File: src/rtl/hazard_scoreboard.sv
`default_nettype none
// ============================================================================
//  Module   : hazard_scoreboard
//  Purpose  : Per-register result scoreboard for an in-order pipeline.
//             Tracks fixed-latency results with down-counters and
//             variable-latency results with a pending flag, and raises a
//             stall/bubble when the instruction in ID reads a result that is
//             not yet forwardable, or would overwrite a pending
//             variable-latency destination.
//  Revision : 1.0  initial release
// ============================================================================
module hazard_scoreboard #(
   parameter int NUM_REGS = 32,
   parameter int LAT_W    = 3,
   localparam int RA_W    = $clog2(NUM_REGS)
) (
   input  logic                clk_i,
   input  logic                rst_i,
   input  logic                ID_Valid_i,
   input  logic [6:0]          ID_Opcode_i,
   input  logic [RA_W-1:0]     ID_Rs1_i,
   input  logic [RA_W-1:0]     ID_Rs2_i,
   input  logic [RA_W-1:0]     ID_Rd_i,
   input  logic                ID_RegWrite_i,
   input  logic [LAT_W-1:0]    ID_Latency_i,
   input  logic                ID_VarLat_i,
   input  logic                Flush_i,
   input  logic                WB_Done_i,
   input  logic [RA_W-1:0]     WB_Rd_i,
   output logic                NoOp_o,
   output logic                Stall_o,
   output logic                PCWrite_o,
   output logic [NUM_REGS-1:0] Busy_o,
   output logic [15:0]         StallCount_o
);

   // Opcodes that decide whether rs1 / rs2 are actually read
   localparam logic [6:0] c_OP_LUI    = 7'b0110111;
   localparam logic [6:0] c_OP_AUIPC  = 7'b0010111;
   localparam logic [6:0] c_OP_JAL    = 7'b1101111;
   localparam logic [6:0] c_OP_RTYPE  = 7'b0110011;
   localparam logic [6:0] c_OP_RTYPEW = 7'b0111011;
   localparam logic [6:0] c_OP_STORE  = 7'b0100011;
   localparam logic [6:0] c_OP_BRANCH = 7'b1100011;

   logic [LAT_W-1:0]    cnt_q [NUM_REGS];
   logic [LAT_W-1:0]    cnt_d [NUM_REGS];
   logic [NUM_REGS-1:0] varlat_q;
   logic [NUM_REGS-1:0] varlat_d;
   logic [15:0]         stall_cnt_q;
   logic [15:0]         stall_cnt_d;

   logic [NUM_REGS-1:0] busy;
   logic                rs1_used;
   logic                rs2_used;
   logic                hazard;
   logic                issue;

   // x0 is hard-wired and can never hold a pending result
   assign busy[0] = 1'b0;

   // A pending variable-latency result is treated as ready in its completion
   // cycle so that the WB value can be forwarded without an extra bubble
   for (genvar r = 1; r < NUM_REGS; r++) begin : g_busy
      assign busy[r] = (cnt_q[r] != '0)
                     | (varlat_q[r] & ~(WB_Done_i & (WB_Rd_i == RA_W'(r))));
   end

   assign rs1_used = ~((ID_Opcode_i == c_OP_LUI)   |
                       (ID_Opcode_i == c_OP_AUIPC) |
                       (ID_Opcode_i == c_OP_JAL));
   assign rs2_used =  (ID_Opcode_i == c_OP_RTYPE)  |
                      (ID_Opcode_i == c_OP_RTYPEW) |
                      (ID_Opcode_i == c_OP_STORE)  |
                      (ID_Opcode_i == c_OP_BRANCH);

   // The last term blocks a WAW against an outstanding variable-latency write
   assign hazard = ID_Valid_i &
                   ((rs1_used & busy[ID_Rs1_i]) |
                    (rs2_used & busy[ID_Rs2_i]) |
                    (ID_RegWrite_i & varlat_q[ID_Rd_i] & busy[ID_Rd_i]));

   // Flush only kills the issue; the hazard outputs are still reported
   assign issue = ID_Valid_i & ~hazard & ~Flush_i & ID_RegWrite_i & (ID_Rd_i != '0);

   assign NoOp_o       = hazard;
   assign Stall_o      = hazard;
   assign PCWrite_o    = ~hazard;
   assign Busy_o       = busy;
   assign StallCount_o = stall_cnt_q;

   // Next-state: age counters, retire completions, then let a new issue win
   always_comb begin
      for (int r = 0; r < NUM_REGS; r++) begin
         cnt_d[r] = (cnt_q[r] != '0) ? (cnt_q[r] - LAT_W'(1)) : '0;
      end
      varlat_d = varlat_q;
      if (WB_Done_i) begin
         varlat_d[WB_Rd_i] = 1'b0;
      end
      if (issue) begin
         if (ID_VarLat_i) begin
            varlat_d[ID_Rd_i] = 1'b1;
            cnt_d[ID_Rd_i]    = '0;
         end else begin
            cnt_d[ID_Rd_i]    = ID_Latency_i;
         end
      end
      stall_cnt_d = stall_cnt_q;
      if (hazard && (stall_cnt_q != 16'hFFFF)) begin
         stall_cnt_d = stall_cnt_q + 16'd1;
      end
   end

   // State registers; reset discards every pending entry and the stall count
   always_ff @(posedge clk_i) begin
      if (rst_i) begin
         for (int r = 0; r < NUM_REGS; r++) begin
            cnt_q[r] <= '0;
         end
         varlat_q    <= '0;
         stall_cnt_q <= '0;
      end else begin
         for (int r = 0; r < NUM_REGS; r++) begin
            cnt_q[r] <= cnt_d[r];
         end
         varlat_q    <= varlat_d;
         stall_cnt_q <= stall_cnt_d;
      end
   end

endmodule
`default_nettype wire

File: config.mk
export PLATFORM = sky130hd
export DESIGN_NAME = hazard_scoreboard
export DESIGN_NICKNAME = d
export VERILOG_FILES = /design/src/rtl/hazard_scoreboard.sv
export SDC_FILE = /design/constraint.sdc
export NUM_CORES = 1
export LEC_CHECK = 0
export ABC_AREA = 1
export BUFFER_PORTS_ARGS = -buffer_cell sky130_fd_sc_hd__buf_2
export CAP_MARGIN = 20
export CORE_MARGIN = 4
export CORE_UTILIZATION = 30
export DETAILED_ROUTE_END_ITERATION = 8
export PLACE_DENSITY = 0.48
export SKIP_CTS_REPAIR_TIMING = 1
export SYNTH_ARGS = -nofsm -noshare
export SYNTH_HDL_FRONTEND = slang
export SYNTH_SLANG_ARGS = --single-unit
export TNS_END_PERCENT = 100
File: constraint.sdc
create_clock -name clk_i -period 2.8 [get_ports clk_i]
set_input_delay 0 -clock clk_i [delete_from_list [all_inputs] [get_ports clk_i]]
set_output_delay 0 -clock clk_i [all_outputs]
set_load 0.005 [all_outputs]
==> results of run 1 <==
layout by cell type (no fill, tap or decap), types with 2 or more instances in the layout:
master     instances
a21oi_1          159
a22oi_1            8
and2_1             2
buf_12            10
buf_2             85
buf_4             38
bufinv_16          6
clkbuf_16         17
dfxtp_1          141
inv_1            144
inv_2              3
inv_6              5
nand2_1          610
nand2_2            3
nand3_1          100
nand4_1           21
nor2_1           119
nor2_2            13
nor2_4             2
nor3_1            10
nor4_1             3
o21ai_0           75
o21ai_1           17
o21bai_1           5
o22ai_1            6
o31ai_1           78
or2_2              9
xnor2_1            2
xor2_1            11
critical path: stages, from the launching register on:
cell and delay [ns]:
dfxtp_1 0.33, or2_2 0.33, nor2_2 0.13, buf_4 0.14, nand3_1 0.09, o21ai_0 0.10
o21ai_0 0.13, nand2_1 0.10, nor2_1 0.05, nand3_1 0.11, nand3_2 0.16, buf_6 0.21
nand2_1 0.08, inv_1 0.05, buf_2 0.12
per-stage QoR:
stage | area [sq um] | setup WS (ns) | util [%]
after floorplan | 9450 | 0.621 | -
after global placement | 10500 | 0.160 | 34.1
after detailed placement | 10500 | 0.152 | 34.1
after CTS | 11200 | -0.0134 | 36.3
after global routing | 11300 | 0.0164 | 36.6
final | 11300 | 0.228 | 36.6
layer usage:
metal	routed length [um]	track usage, %	share of wire [%]	vias to the layer above
met5	0	0	0	-
met4	782	6.28	2.2	0
met3	1670	3.28	4.7	40
met2	15900	32.2	45	279
met1	17200	28.9	48	5017
li1	-	-	-	5480
cell usage after synthesis (3+ instances only):
cell / n / share of area [%]
o21ai_0: 76 / 4.0
o21ai_1: 16 / 0.85
buf_2: 13 / 0.69
clkbuf_1: 53 / 2.1
xor2_1: 11 / 1.0
nor2_1: 131 / 5.2
o22ai_1: 6 / 0.40
nand4_1: 21 / 1.4
a22oi_1: 8 / 0.64
buf_4: 6 / 0.48
inv_1: 144 / 5.7
o21bai_1: 5 / 0.40
dfxtp_1: 141 / 30
buf_1: 8 / 0.32
nor3_1: 11 / 0.58
nor4_1: 3 / 0.20
nand2_1: 613 / 24
or2_2: 9 / 0.60
inv_2: 3 / 0.12
o31ai_1: 78 / 6.2
nand3_1: 100 / 5.3
a21oi_1: 159 / 8.4
area by class of cell:
cell class	count	area [sq um]
antenna	1	2.50
clock buffer	17	425
clock inverter	15	256
fill	3363	19600
inverter	148	556
multi-input combinational	1260	5780
sequential	141	2820
tap	396	495
timing repair buffer	135	937
cells by family (layout without fill, tap and decap cells):
| group | count (synthesis) | count (layout) | share of synthesized area [%] |
|---|---|---|---|
| other | 1 | 2 | 0.0397 |
| adder cells (fa/ha/maj) | 1 | 1 | 0.132 |
| flip-flops | 141 | 141 | 29.9 |
| XOR/XNOR | 13 | 13 | 1.21 |
| AO/OA/AOI/OAI | 351 | 351 | 21.2 |
| buffers and inverters | 228 | 315 | 9.47 |
| AND/OR/NAND/NOR | 894 | 894 | 38.1 |
sequential cells by signal, summed over array words and instances, names as in the netlist:
signal and flops:
cnt_q 93, varlat_q 32, StallCount_o 16
power by group:
group / internal, W / switching, W / leakage [nW] / total, W
Combinational: 0.000191 / 0.000458 / 3.15 / 0.000649
Sequential: 0.00202 / 0.0000126 / 1.14 / 0.00203
Clock: 0.00169 / 0.00103 / 0.331 / 0.00272
worst paths after layout:
path	from	cells past startpoint	to	slack, ns
hold reg to reg	StallCount_o[15]	2	StallCount_o[15]	0.47
setup reg to reg	cnt_q[1][27]	14	cnt_q[1][16]	0.27
hold / removal	ID_Valid_i	3	StallCount_o[13]	0.03
setup / recovery	cnt_q[0][42]	14	NoOp_o	0.23
==> impl_metrics.env, run 1 <==
export IMPL_slew_viol_final=0
export IMPL_synthFlopType="dfxtp_1"
export IMPL_ys_types=33
export IMPL_seq_area_frac_synth_pct=29.9
export IMPL_powerDensity_nw_per_um2=480
export IMPL_dieArea_sq_um=34400
export IMPL_htree_levels=4
export IMPL_cts_sinks=141
export IMPL_hold_slack_ns=0.0292
export IMPL_yosysWarnings=0
export IMPL_dp_cells=2079
export IMPL_clock_path_buffers=2
export IMPL_clock_skew_ns=0.0214
export IMPL_drive_gt1_share_pct=11.6
export IMPL_vias=10800
export IMPL_fin_crit_ns=2.57
export IMPL_via_per_inst=5.12
export IMPL_coreArea_sq_um=30800
export IMPL_synth_seq_cells=141
export IMPL_slew_headroom_pct=37.2
export IMPL_finalPower_w=0.00541
export IMPL_ant_nets=0
export IMPL_io_pin_count=88
export IMPL_syn_nets=1667
export IMPL_grt_pass1_vias=9835
export IMPL_finalSetupViolations=0
export IMPL_syn_mean_instance_area_sq_um=5.80
export IMPL_initialDrtViolationCount=838
export IMPL_die_w_um=185
export IMPL_finalCritPeriodShare_pct=91.9
export IMPL_syn_inst=1629
export IMPL_wl_per_cell_um=16.8
export IMPL_num_rows=64
export IMPL_area_growth_pct=19.3
export IMPL_fin_cells=2113
export IMPL_portBuffers=86
export IMPL_grt_ovfl_total=0
export IMPL_cp_required_ns=2.80
export IMPL_outcome="finished clean"
export IMPL_setup_tns_ns=0
export IMPL_clk_latency_ns=0.45
export IMPL_start_kind="flop"
export IMPL_async_flop_share_pct=0
export IMPL_grt_usage_pct=20.5
export IMPL_grt_max_degree=130
export IMPL_nNetsFinal=1741
export IMPL_vdd_drop_max_mv=0.400
export IMPL_routed_wl_um=35500
export IMPL_die_height_um=185
export IMPL_rsz0062_at_grt="no"
export IMPL_synth_area_sq_um=9450
export IMPL_cp_arrival_ns=2.57
export IMPL_worstMarginPinSlew_ns=0.942
export IMPL_max_cap_viol_count=0
export IMPL_drcViolationCount=0
export IMPL_antenna_found_initial=1
export IMPL_clockRootBuffer="clkbuf_16"
export IMPL_gp_congestion=0.923
export IMPL_cts_tree="yes"
export IMPL_max_freq_ghz=0.389
export IMPL_grt_pass1_wl_um=55500
export IMPL_crit_fanout=17
export IMPL_path_clk_slew_ns=0.07
export IMPL_start_util_pct=30.6
export IMPL_endpoint_kind="output port"
export IMPL_p_leak_nw=4.62
export IMPL_cts_buffers=17
export IMPL_min_path_type="primary input to flop"
export IMPL_drtPass1Iterations=5
export IMPL_critical_path_class="flop to output port"
export IMPL_hold_violations=0
export IMPL_synth_edf_count=0
export IMPL_place_hpwl_um=24600
No activity file was read; power rests on OpenSTA's default activity.
==> run 2: changes to the inputs <==
--- a/config.mk
+++ b/config.mk
@@ -9,9 +9,9 @@
 export BUFFER_PORTS_ARGS = -buffer_cell sky130_fd_sc_hd__buf_2
 export CAP_MARGIN = 20
 export CORE_MARGIN = 4
-export CORE_UTILIZATION = 30
+export CORE_UTILIZATION = 40
 export DETAILED_ROUTE_END_ITERATION = 8
-export PLACE_DENSITY = 0.48
+export PLACE_DENSITY = 0.59
 export SKIP_CTS_REPAIR_TIMING = 1
 export SYNTH_ARGS = -nofsm -noshare
 export SYNTH_HDL_FRONTEND = slang
==> run 2 against run 1 <==
Net effect:
- first-iteration DRC count up 21%
- core utilization up 11 points
- clock power down 15%
- register-to-register slack worse by 0.06 ns
- die area down 24%
==> impl_metrics.env, run 2 (same netlist as run 1, synthesis figures left out) <==
export IMPL_final_cell_mix="nand2_1 (612), a21oi_1 (159), inv_1 (144), dfxtp_1 (141), nor2_1 (127)"
export IMPL_htree_levels=4
export IMPL_clock_skew_ns=0.00900
export IMPL_initialDrtViolationCount=1011
export IMPL_die_height_um=162
export IMPL_slew_headroom_pct=48.0
export IMPL_io_pin_count=88
export IMPL_via_per_inst=5.39
export IMPL_max_cap_viol_count=0
export IMPL_drtPass1Iterations=6
export IMPL_grt_pass1_vias=9812
export IMPL_worstPathCellList="or2_2 > nor2_1 > buf_4 > nand3_1 > nand2_1 > nand2_1 > nand3_1 > nand2_1 > nand2_1 > nand3_1 > nand3_1 > nand3_2 > buf_6 > nand2_1 > inv_1 > buf_2"
export IMPL_setup_worst_path_start="cnt_q[1][34]"
export IMPL_cp_num_cells=16
export IMPL_grt_usage_pct=24.8
export IMPL_slew_viol_final=0
export IMPL_top_register="cnt_q"
export IMPL_portBuffers=86
export IMPL_crit_buf_inv=4
export IMPL_layout_commonest_cell="nand2_1"
export IMPL_clk_latency_ns=0.43
export IMPL_critical_path_class="flop to output port"
export IMPL_diodes=0
export IMPL_antenna_found_initial=2
export IMPL_hold_violations=0
export IMPL_multiInputGateArea_sq_um=5750
export IMPL_reg2regPathDepth=16
export IMPL_finalCritPeriodShare_pct=94.0
export IMPL_worstMarginPinSlew_ns=0.780
export IMPL_slowest_delay_ns=0.33
export IMPL_num_fill_cells=2465
export IMPL_cp_arrival_ns=2.63
export IMPL_min_path_type="primary input to flop"
export IMPL_powerDensity_nw_per_um2=454
export IMPL_num_rows=55
export IMPL_endpoint_kind="output port"
export IMPL_crit_top_cell="nand2_1"
export IMPL_clock_path_buffers=2
export IMPL_start_util_pct=41.2
export IMPL_vias=10900
export IMPL_regArea_sq_um=2820
export IMPL_routed_wl_um=33200
export IMPL_grt_ovfl_total=0
export IMPL_grt_pass1_wl_um=52500
export IMPL_hp_start="ID_Valid_i"
export IMPL_grt_max_degree=130
export IMPL_start_kind="flop"
export IMPL_cp_required_ns=2.80
export IMPL_nNetsFinal=1734
export IMPL_path_clk_slew_ns=0.06
export IMPL_crit_fanout=22
export IMPL_dieArea_sq_um=26100
export IMPL_p_leak_nw=4.52
export IMPL_critical_path_top_delay_family="simple AND/OR/NAND/NOR gates"
export IMPL_ant_nets=0
export IMPL_cts_buffers=17
export IMPL_wl_per_cell_um=16.4
export IMPL_die_w_um=162
export IMPL_clockRootBuffer="clkbuf_16"
export IMPL_hold_slack_ns=0.0205
export IMPL_coreArea_sq_um=22900
export IMPL_max_freq_ghz=0.380
export IMPL_area_growth_pct=16.0
export IMPL_cts_sinks=141
export IMPL_vdd_drop_max_mv=0.329
export IMPL_fin_crit_ns=2.63
export IMPL_rsz0062_at_grt="no"
export IMPL_drive_gt1_share_pct=10.5
export IMPL_outcome="finished clean"
export IMPL_largest_reg_flops=93
export IMPL_cts_tree="yes"
export IMPL_drcViolationCount=0
export IMPL_setup_tns_ns=0
export IMPL_finalSetupViolations=0
export IMPL_gp_congestion=0.948
export IMPL_place_hpwl_um=22200
export IMPL_r2r_start="cnt_q[1][34]"
export IMPL_hold_depth=3
export IMPL_slowest_stage="or2_2"
[run 2: cell count changes in the layout (fill, tap and decap cells not counted), moves of 2 or more]
cell	previous run	this run
nor2_1	119	127
nor2_2	13	6
buf_4	38	33
inv_6	5	0
bufinv_16	6	2
buf_12	10	7
clkinv_2	1	4
clkinvlp_4	1	4
clkbuf_8	0	2
nand2_1	610	612
nand2_2	3	1
[run 2: worst paths after layout]
check        slack (ns)          endpoint
min reg2reg        0.45       varlat_q[0]
max reg2reg        0.21      cnt_q[1][31]
max                0.17           Stall_o
min                0.02  StallCount_o[10]
[run 2: area by class of cell]
type	count	share of cell area, %
Tap cell	313	3.57
Timing Repair Buffer	128	7.89
Inverter	148	5.07
Multi-Input combinational cell	1260	52.4
Clock buffer	20	4.17
Clock inverter	11	1.08
Sequential cell	141	25.8
[run 2: stage by stage]
step                cells  utilization [%]  power [W]  setup slack, ns  cell area, sq um
floorplan            1629                -    0.00244            0.621              9450
global placement     1988             45.0    0.00268         -0.00726             10300
detailed placement   1988             45.0    0.00268           0.0816             10300
CTS                  2019             47.6    0.00497           0.0711             10900
global route         2021             47.8    0.00515          0.00255             11000
finish               2021             47.8    0.00497            0.168             11000
[run 2: worst reg2reg max path, cell delays in order, from the launching register on]
cell,delay (ns)
dfxtp_1,0.31
or2_2,0.33
nor2_1,0.16
buf_4,0.15
nand3_1,0.07
nand2_1,0.10
nand2_1,0.06
nand3_1,0.09
nand2_1,0.08
nand2_1,0.06
nand3_1,0.07
nand3_1,0.12
nand3_2,0.14
nor2_4,0.28
clkbuf_16,0.30
nand2_1,0.10
a21oi_1,0.12
[run 2: report_power, final]
group	internal, W	switching [W]
registers	0.00202	0.0000119
clock network	0.00135	0.000958
logic	0.000181	0.000449
[run 2: routing by layer]
metal,vias up,global-route usage [%],routed length (um)
li1,5454,-,-
met1,5052,34.7,15200
met2,336,39.0,15200
met3,50,4.24,2170
met4,4,7.88,625
met5,-,0,21
